$ cat config.mk
export PLATFORM = sky130hd
export DESIGN_NAME = program_loader
export DESIGN_NICKNAME = d
export VERILOG_FILES = /design/src/rtl/loader_pkg.sv /design/src/rtl/word_assembler.sv /design/src/rtl/program_loader.sv
export SDC_FILE = /design/constraint.sdc
export NUM_CORES = 1
export LEC_CHECK = 0
export CAP_MARGIN = 40
export CELL_PAD_IN_SITES_DETAIL_PLACEMENT = 1
export CELL_PAD_IN_SITES_GLOBAL_PLACEMENT = 1
export CORE_UTILIZATION = 44
export DETAILED_ROUTE_END_ITERATION = 8
export HOLD_SLACK_MARGIN = 0.03
export PLACE_DENSITY = 0.95
export SLEW_MARGIN = 20
export SYNTH_ARGS = -nofsm -noshare
export SYNTH_HDL_FRONTEND = slang
export SYNTH_SLANG_ARGS = --single-unit
$ cat constraint.sdc
create_clock -name clk -period 5.7 [get_ports clk]
set_input_delay 1.14 -clock clk [delete_from_list [all_inputs] [get_ports clk]]
set_output_delay 1.14 -clock clk [all_outputs]
set_load 0.1 [all_outputs]
$ cat src/rtl/loader_pkg.sv
// Shared types and constants for the boot-time program loader.
// The trailing checksum is enabled by defining LOADER_CHECKSUM_EN.
package loader_pkg;

  localparam int LEN_WIDTH      = 16;
  localparam int BYTES_PER_WORD = 4;

  typedef enum logic [2:0] {
    LEN_LO,
    LEN_HI,
    DATA,
    CHECK,
    DONE,
    ERROR
  } state_t;

endpackage

$ cat src/rtl/word_assembler.sv
// Collects four accepted bytes, least-significant first, into one 32-bit word.
// word_valid and word are combinational and valid in the cycle the fourth byte is taken.
module word_assembler
  import loader_pkg::*;
(
  input  logic        clk,
  input  logic        rst,
  input  logic        take,
  input  logic [7:0]  byte_in,
  output logic        word_valid,
  output logic [31:0] word
);

  localparam int CNT_WIDTH = $clog2(BYTES_PER_WORD);

  logic [CNT_WIDTH-1:0] byte_cnt;
  logic [23:0]          shift_reg;

  always_ff @(posedge clk) begin
    if (rst) begin
      byte_cnt  <= '0;
      shift_reg <= '0;
    end else if (take) begin
      byte_cnt  <= byte_cnt + 1'b1;
      shift_reg <= {byte_in, shift_reg[23:8]};
    end
  end

  assign word_valid = take && (byte_cnt == CNT_WIDTH'(BYTES_PER_WORD - 1));
  assign word       = {byte_in, shift_reg};

endmodule

$ cat src/rtl/program_loader.sv
// Boot loader: streams a length-prefixed byte image into instruction memory and
// releases the core from reset once it is complete. Optional macro: LOADER_CHECKSUM_EN.
//
// state  | meaning
// LEN_LO | waiting for low byte of the word count
// LEN_HI | waiting for high byte of the word count
// DATA   | receiving image words, one write per four bytes
// CHECK  | waiting for the XOR checksum byte (checksum builds only)
// DONE   | image accepted, core released
// ERROR  | image rejected, core held in reset
module program_loader
  import loader_pkg::*;
#(
  parameter int ADDR_WIDTH = 10
) (
  input  logic                  clk,
  input  logic                  rst,
  input  logic                  byte_valid,
  input  logic [7:0]            byte_data,
  output logic                  byte_ready,
  output logic                  imem_wr_en,
  output logic [ADDR_WIDTH-1:0] imem_wr_addr,
  output logic [31:0]           imem_wr_data,
  output logic                  cpu_rst_n,
  output logic                  load_done,
  output logic                  load_error
);

  localparam logic [LEN_WIDTH:0] DEPTH = {{LEN_WIDTH{1'b0}}, 1'b1} << ADDR_WIDTH;

`ifdef LOADER_CHECKSUM_EN
  localparam state_t FINAL_STATE = CHECK;
`else
  localparam state_t FINAL_STATE = DONE;
`endif

  state_t                state, next_state;
  logic [7:0]            len_lo;
  logic [LEN_WIDTH-1:0]  remaining;
  logic [ADDR_WIDTH-1:0] addr;
  logic                  accept;
  logic [LEN_WIDTH-1:0]  len_n;
  logic                  len_too_big;
  logic                  word_valid;
  logic [31:0]           word;

  assign accept      = byte_valid && byte_ready;
  assign len_n       = {byte_data, len_lo};
  assign len_too_big = {1'b0, len_n} > DEPTH;

  word_assembler u_word_assembler (
    .clk        (clk),
    .rst        (rst),
    .take       (accept && (state == DATA)),
    .byte_in    (byte_data),
    .word_valid (word_valid),
    .word       (word)
  );

`ifdef LOADER_CHECKSUM_EN
  logic [7:0] xor_acc;

  // Running XOR of every byte since reset; the checksum byte itself is compared before folding in.
  always_ff @(posedge clk) begin
    if (rst)         xor_acc <= '0;
    else if (accept) xor_acc <= xor_acc ^ byte_data;
  end
`endif

  always_comb begin
    next_state = state;
    case (state)
      LEN_LO: if (accept) next_state = LEN_HI;
      LEN_HI: begin
        if (accept) begin
          if (len_n == '0)      next_state = FINAL_STATE;
          else if (len_too_big) next_state = ERROR;
          else                  next_state = DATA;
        end
      end
      DATA: if (word_valid && (remaining == LEN_WIDTH'(1))) next_state = FINAL_STATE;
`ifdef LOADER_CHECKSUM_EN
      CHECK: if (accept) next_state = (byte_data == xor_acc) ? DONE : ERROR;
`endif
      default: next_state = state;
    endcase
  end

  always_ff @(posedge clk) begin
    if (rst) begin
      state        <= LEN_LO;
      len_lo       <= '0;
      remaining    <= '0;
      addr         <= '0;
      byte_ready   <= 1'b0;
      imem_wr_en   <= 1'b0;
      imem_wr_addr <= '0;
      imem_wr_data <= '0;
      cpu_rst_n    <= 1'b0;
      load_done    <= 1'b0;
      load_error   <= 1'b0;
    end else begin
      state <= next_state;
      if (accept && (state == LEN_LO)) len_lo    <= byte_data;
      if (accept && (state == LEN_HI)) remaining <= len_n;
      // Address cannot wrap into valid data: the length check caps N at the memory depth.
      if (word_valid) begin
        remaining    <= remaining - 1'b1;
        addr         <= addr + 1'b1;
        imem_wr_addr <= addr;
        imem_wr_data <= word;
      end
      imem_wr_en <= word_valid;
      byte_ready <= (next_state == LEN_LO) || (next_state == LEN_HI) ||
                    (next_state == DATA)   || (next_state == CHECK);
      load_done  <= (next_state == DONE);
      load_error <= (next_state == ERROR);
      cpu_rst_n  <= (state == DONE);
    end
  end

endmodule
=== Word-level counts from Yosys, hierarchy flattened ===
Index checks and enable logic that the tools add are counted.

* Logic and storage cells: 48
* Output and inout port bits: 47
* Flip-flop bits (word level): 110
* Input port bits: 11

* Order comparisons: 1
* Reduce and logical (&&, ||, !) cells: 13
* Multiplexer cells: 8
* Add/subtract/negate cells: 3
* Equal/unequal tests: 10

{| class="wikitable"
|+ Operators with widths
! kind !! count
|-
| $mux 16 || 2
|-
| $eq 16x1->1 const B || 1
|-
| $gt 16x11->1 const B || 1
|-
| $logic_not 16->1 || 1
|-
| $sub 16x1->16 const B || 1
|-
| $mux 3 || 5
|-
| $add 10x1->10 const B || 1
|-
| $eq 3x2->1 const B || 3
|-
| $eq 3x3->1 const B || 3
|-
| $pmux 3 s3 || 1
|-
| $eq 3x1->1 const B || 2
|-
| $logic_and 1x1->1 || 6
|-
| $logic_not 3->1 || 2
|-
| $logic_or 1x1->1 || 3
|-
| $add 2x1->2 const B || 1
|-
| $eq 2x2->1 const B || 1
|-
| $reduce_bool 2->1 || 1
|}

=== Longest topological paths before layout ===
* Word-level depth: 10
* Gate-level depth with buffers: 8
* Mapped depth without buffers: 6

=== Modules after synthesis ===
A second synthesis with hierarchy kept.

* Cells, all modules: 469
* Area, all modules: 4624.4 um2

{| class="wikitable"
|+ By module, submodules not included
! module !! area an instance (um2) !! cells an instance !! times used
|-
| program_loader || 3601.0 || 375 || 1
|-
| word_assembler || 1023.5 || 94 || 1
|}

=== Worst setup path before layout ===
No wires, ideal clock.

* Kind: input to register
* Start point: in byte_data[0]
* End point: reg byte_ready
* Setup time: 0.131 ns
* Arrival: 2.477 ns
* Path slack: 3.092 ns
* Required time: 5.569 ns
* Stages: 4
* Cell sequence: or4_1 > or4_1 > a31o_2 > nor4bb_1

* Word-level cells in the longest chain between the ends: 9
* Elaborated cells on any way between the ends: 13

{| class="wikitable"
|+ RTL lines
! what !! line !! RTL
|-
| start, declared || program_loader.sv:19 || <nowiki>input logic [7:0] byte_data,</nowiki>
|-
| $gt 16x11->1 || program_loader.sv:49 || <nowiki>assign len_too_big = {1'b0, len_n} > DEPTH;</nowiki>
|-
| $mux 3 || program_loader.sv:77 || <nowiki>else if (len_too_big) next_state = ERROR;</nowiki>
|-
| $mux 3 (*) || program_loader.sv:76 || <nowiki>if (len_n == '0) next_state = FINAL_STATE;</nowiki>
|-
| $mux 3 (*) || program_loader.sv:75 || <nowiki>if (accept) begin</nowiki>
|-
| $pmux 3 s3 (*) || program_loader.sv:72 || <nowiki>case (state)</nowiki>
|-
| $eq 3x1->1 or $logic_not 3->1 (tied branches) || program_loader.sv:114 || <nowiki>byte_ready <= (next_state == LEN_LO) || (next_state == LEN_HI) ||</nowiki>
|-
| $logic_or 1x1->1 (2 in a row) || program_loader.sv:114 ||
|-
| $logic_or 1x1->1 (*) || program_loader.sv:115 || <nowiki>(next_state == DATA) || (next_state == CHECK);</nowiki>
|-
| end signal, assigned || program_loader.sv:114 ||
|-
| end, declared || program_loader.sv:20 || <nowiki>output logic byte_ready,</nowiki>
|}

Mark *: on every way between the ends. The rest lies on a longest branch, timed or not.
A chain may end at the register's enable or synchronous reset.

=== Final worst setup path ===
* Start point: in byte_valid
* End point: reg imem_wr_data[20]

* Word-level cells in the longest chain between the ends: 3

{| class="wikitable"
|+ RTL lines
! what !! line !! RTL
|-
| start, declared || program_loader.sv:18 || <nowiki>input logic byte_valid,</nowiki>
|-
| $logic_and 1x1->1 || program_loader.sv:47 || <nowiki>assign accept = byte_valid && byte_ready;</nowiki>
|-
| $logic_and 1x1->1 || program_loader.sv:54 || <nowiki>.take (accept && (state == DATA)),</nowiki>
|-
| $logic_and 1x1->1 || word_assembler.sv:29 || <nowiki>assign word_valid = take && (byte_cnt == CNT_WIDTH'(BYTES_PER_WORD - 1));</nowiki>
|-
| end signal, assigned || program_loader.sv:111 || <nowiki>imem_wr_data <= word;</nowiki>
|-
| end, declared || program_loader.sv:23 || <nowiki>output logic [31:0] imem_wr_data,</nowiki>
|}

No other way between the ends.

==> run_results.csv <==
group,metric,value,unit
floorplan,floorplan.die.width,101.0,um
setup_path,worst-path-max-fanout,28,
floorplan,i_o_pins,58,
drt,viasPerCell,5.691,
clock_tree,cts-buffers-inserted,9,
yosys,ys.warnings.count,0,
power,power.leakage,1.989,nW
timing,max_freq,0.3113,GHz
clock_tree,ctsHtreeMaxLevel,3,
finish,diodes_inserted,0,
timing,report.final.hold_viol_count,0,
clock_tree,postCtsHoldBufs,0,
timing,fin_worst_skew,0.009155,ns
power,vdd_ir_drop_max,0.1342,mV
setup_path,timing.critical_path.arrival,3.48,ns
timing,setup_tns,0,ns
clock_tree,cts_buffer_depth,2,
setup_path,worstSetupPathType,"in -> reg",
floorplan,core.rowCount,35,
yosys,count_of_flip_flops_with_a_built_in_enable_after_synthesis,0,
setup_path,max_stage_delay_cell_worst_path,"and2_1",
placed_design,placed_cell_area,5684,um^2
drt,drtAntennaViolNets,0,
placed_design,port_buffers,57,
clock_tree,ctsRootBufferMaster,"clkbuf_8",
flow_run,maxCapViolCount,0,
yosys,synth_ff_type,"dfxtp_1",
setup_path,worst_setup_path_start_kind,"primary input",
setup_path,critical_path.n_buffers_inverters,2,
clock_tree,clkTransAtPathRegs,0.10,ns
placed_design,dp.final_hpwl,10710,um
outcome,run_status,"completed",
global_routing,antenna_found_initial,0,
drt,drt_wl_total,14890,um
yosys,synth_seq_area_share,0.5110,
yosys,synth-compound-area-share,0.1702,
floorplan,core,9371,um^2
finish,layout_common_cells,"nand2_1 (150), dfxtp_1 (110), a21oi_1 (80), clkdlybuf4s50_1 (56), buf_8 (46)",
yosys,synth_largest_area_cell,"dfxtp_1",
drt,drcViolationCount,0,
setup_path,critPathMaxStageDelay,0.63,ns
yosys,synth-async-reset-ratio,0,
setup_path,worst_path_dominant_cell_family,"simple AND/OR/NAND/NOR gates",
yosys,ys_ff_latch,110,
yosys,syn_area,4309,um^2
yosys,synth-adder-area-share,0.01161,
global_routing,global_route_wire_length_before_repair,23470,um
global_routing,global_route.overflow_total,0,
floorplan,die_area,10190,um^2
clock_tree,cts_tree,"yes",
drt,dr.first_iter.drc_count,194,
setup_path,crit_chain,"clkdlybuf4s50_1, and3b_1, and2_1, buf_4, nand2_1, a21oi_1",
global_routing,first_global_vias,4584,
yosys,synth_largest_type_area_fraction,0.5110,
setup_path,required,5.97,ns
drt,drt_first_pass_iters,4,
yosys,synth.top_cells.by_area,"dfxtp_1 (51%), nand2_1 (13%), a21oi_1 (9.3%), clkbuf_1 (2.2%), a31oi_1 (1.9%)",
clock_tree,postCtsSetupRepairBufs,0,
floorplan,initial_core_util,0.4598,
yosys,netlist_instances,520,
hold_path,worstHoldPathType,"reg -> reg",
placed_design,place_ws,2.151,ns
yosys,synth-xor-area-share,0.008130,
timing,final.min_clock_period,3.213,ns
drt,wl_per_cell,20.13,um
finish,layout.filler_cells,1096,
global_routing,track_usage,0.3047,
timing,rsz0062_at_grt,"no",
global_routing,pin_count_of_the_biggest_net_entering_global_routing,81,
drt,total_via_count_after_detailed_routing,4211,
clock_tree,clk_sink_count,110,
timing,finalWorstSetupSlack,2.487,ns
yosys,post_synth_mux_area_share,0.01858,
yosys,syn_avg_cell_area,8.287,um^2
placed_design,gp_congestion,0.7704,
finish,mostFrequentLayoutCell,"nand2_1",
timing,report.final.slew_viol_count,0,
yosys,combinational_family_with_the_most_area_after_synthesis,"simple AND/OR/NAND/NOR gates",
timing,worstMarginPinSlew,0.6860,ns
finish,fin_area,5877,um^2
clock_tree,clock_insertion_delay_worst_skew,0.37,ns
floorplan,vertical_die_dimension,101.0,um
power,fin_total_pwr,1.306,mW
power,power.density_cell_area,222.3,nW/um^2
yosys,synth_cell_type_count,45,
timing,tightest_slew_margin_relative_to_the_limit,0.5426,
timing,fin_crit_sh,0.5636,
finish,final_layout_size_suffix_gt1_frac,0.1375,
clock_tree,ctsResizeCount,0,
timing,count_of_final_setup_violators,0,
yosys,synth.net_count,535,
finish,largest_register_ffs,32,
finish,syn2layout_area_growth,36.38,%
setup_path,end_kind,"flop",
yosys,synth-simple-area-share,0.2413,
finish,fin_nets,621,
[tightest hold or removal path, delay by kind of cell, from the launching register on]
family / cells / cell delay (ns)
flops: 1 / 0.32
simple gates: 1 / 0.05
compound gates: 1 / 0.05
[through the flow]
| step | hold slack [ns] | instances | util |
|---|---|---|---|
| floorplan | 0.4322 | 520 | - |
| global placement | 0.4426 | 674 | 0.5258 |
| detailed placement | 0.4553 | 723 | 0.6065 |
| CTS | 0.4678 | 739 | 0.6263 |
| global route | 0.4938 | 740 | 0.6271 |
| finish | 0.4649 | 740 | 0.6271 |
[report_power, final]
group | leakage (nW) | internal [mW] | switching (mW)
Combinational | 1.01 | 0.0257 | 0.0495
Clock | 0.0877 | 0.176 | 0.274
Sequential | 0.887 | 0.774 | 0.00658
Total | 1.99 | 0.976 | 0.330
[layout make-up]
class	instances	area, um^2	area share
sequential	110	2202	0.3747
multi-input combinational	367	1943	0.3306
timing repair buffer	110	1355	0.2306
tap	129	161.4	0.02746
clock buffer	11	141.4	0.02406
clock inverter	5	43.79	0.007452
inverter	8	30.03	0.005110
[cell usage after synthesis, types with 2 or more instances]
cell type / instances
o31ai_1: 3
nand3b_1: 2
o21ai_0: 6
nor4bb_1: 2
clkbuf_1: 25
a31oi_1: 13
mux2i_1: 8
or3_1: 8
nand3_1: 10
or2_2: 5
or4_1: 9
nor4_1: 3
o211ai_1: 3
nand4_1: 6
and3b_1: 2
buf_2: 6
xnor2_1: 3
a21oi_1: 80
inv_1: 8
o311ai_0: 8
ha_1: 4
nor2_1: 17
dfxtp_1: 110
a2bb2oi_1: 3
buf_1: 4
or3_2: 2
and2_1: 3
nand2_1: 150
[layer usage]
| layer | wire length [um] | up-vias | GRT usage | share of wire |
|---|---|---|---|---|
| li1 | - | 1972 | - | - |
| met1 | 5532 | 2043 | 0.3169 | 0.37 |
| met2 | 8024 | 149 | 0.5738 | 0.54 |
| met3 | 629 | 47 | 0.05479 | 0.042 |
| met4 | 707 | 0 | 0.1717 | 0.047 |
| met5 | 0 | - | 0 | 0 |
[path summary, 6_finish.rpt]
check	from	endpoint	slack, ns	cells past startpoint
worst min-delay path	imem_wr_data[0]	imem_wr_data[0]	0.46	2
worst min register to register	imem_wr_data[0]	imem_wr_data[0]	0.46	2
worst max register to register	state[1]	imem_wr_data[20]	3.24	5
worst max-delay path	byte_valid	imem_wr_data[20]	2.49	6
[kinds of logic after synthesis]
family | count (synthesis)
simple gates | 226
compound gates | 125
flops | 110
buf+inv | 43
mux | 8
xor+xnor | 4
fa+ha+maj | 4
Note: power is estimated with default switching activity, not from simulation.
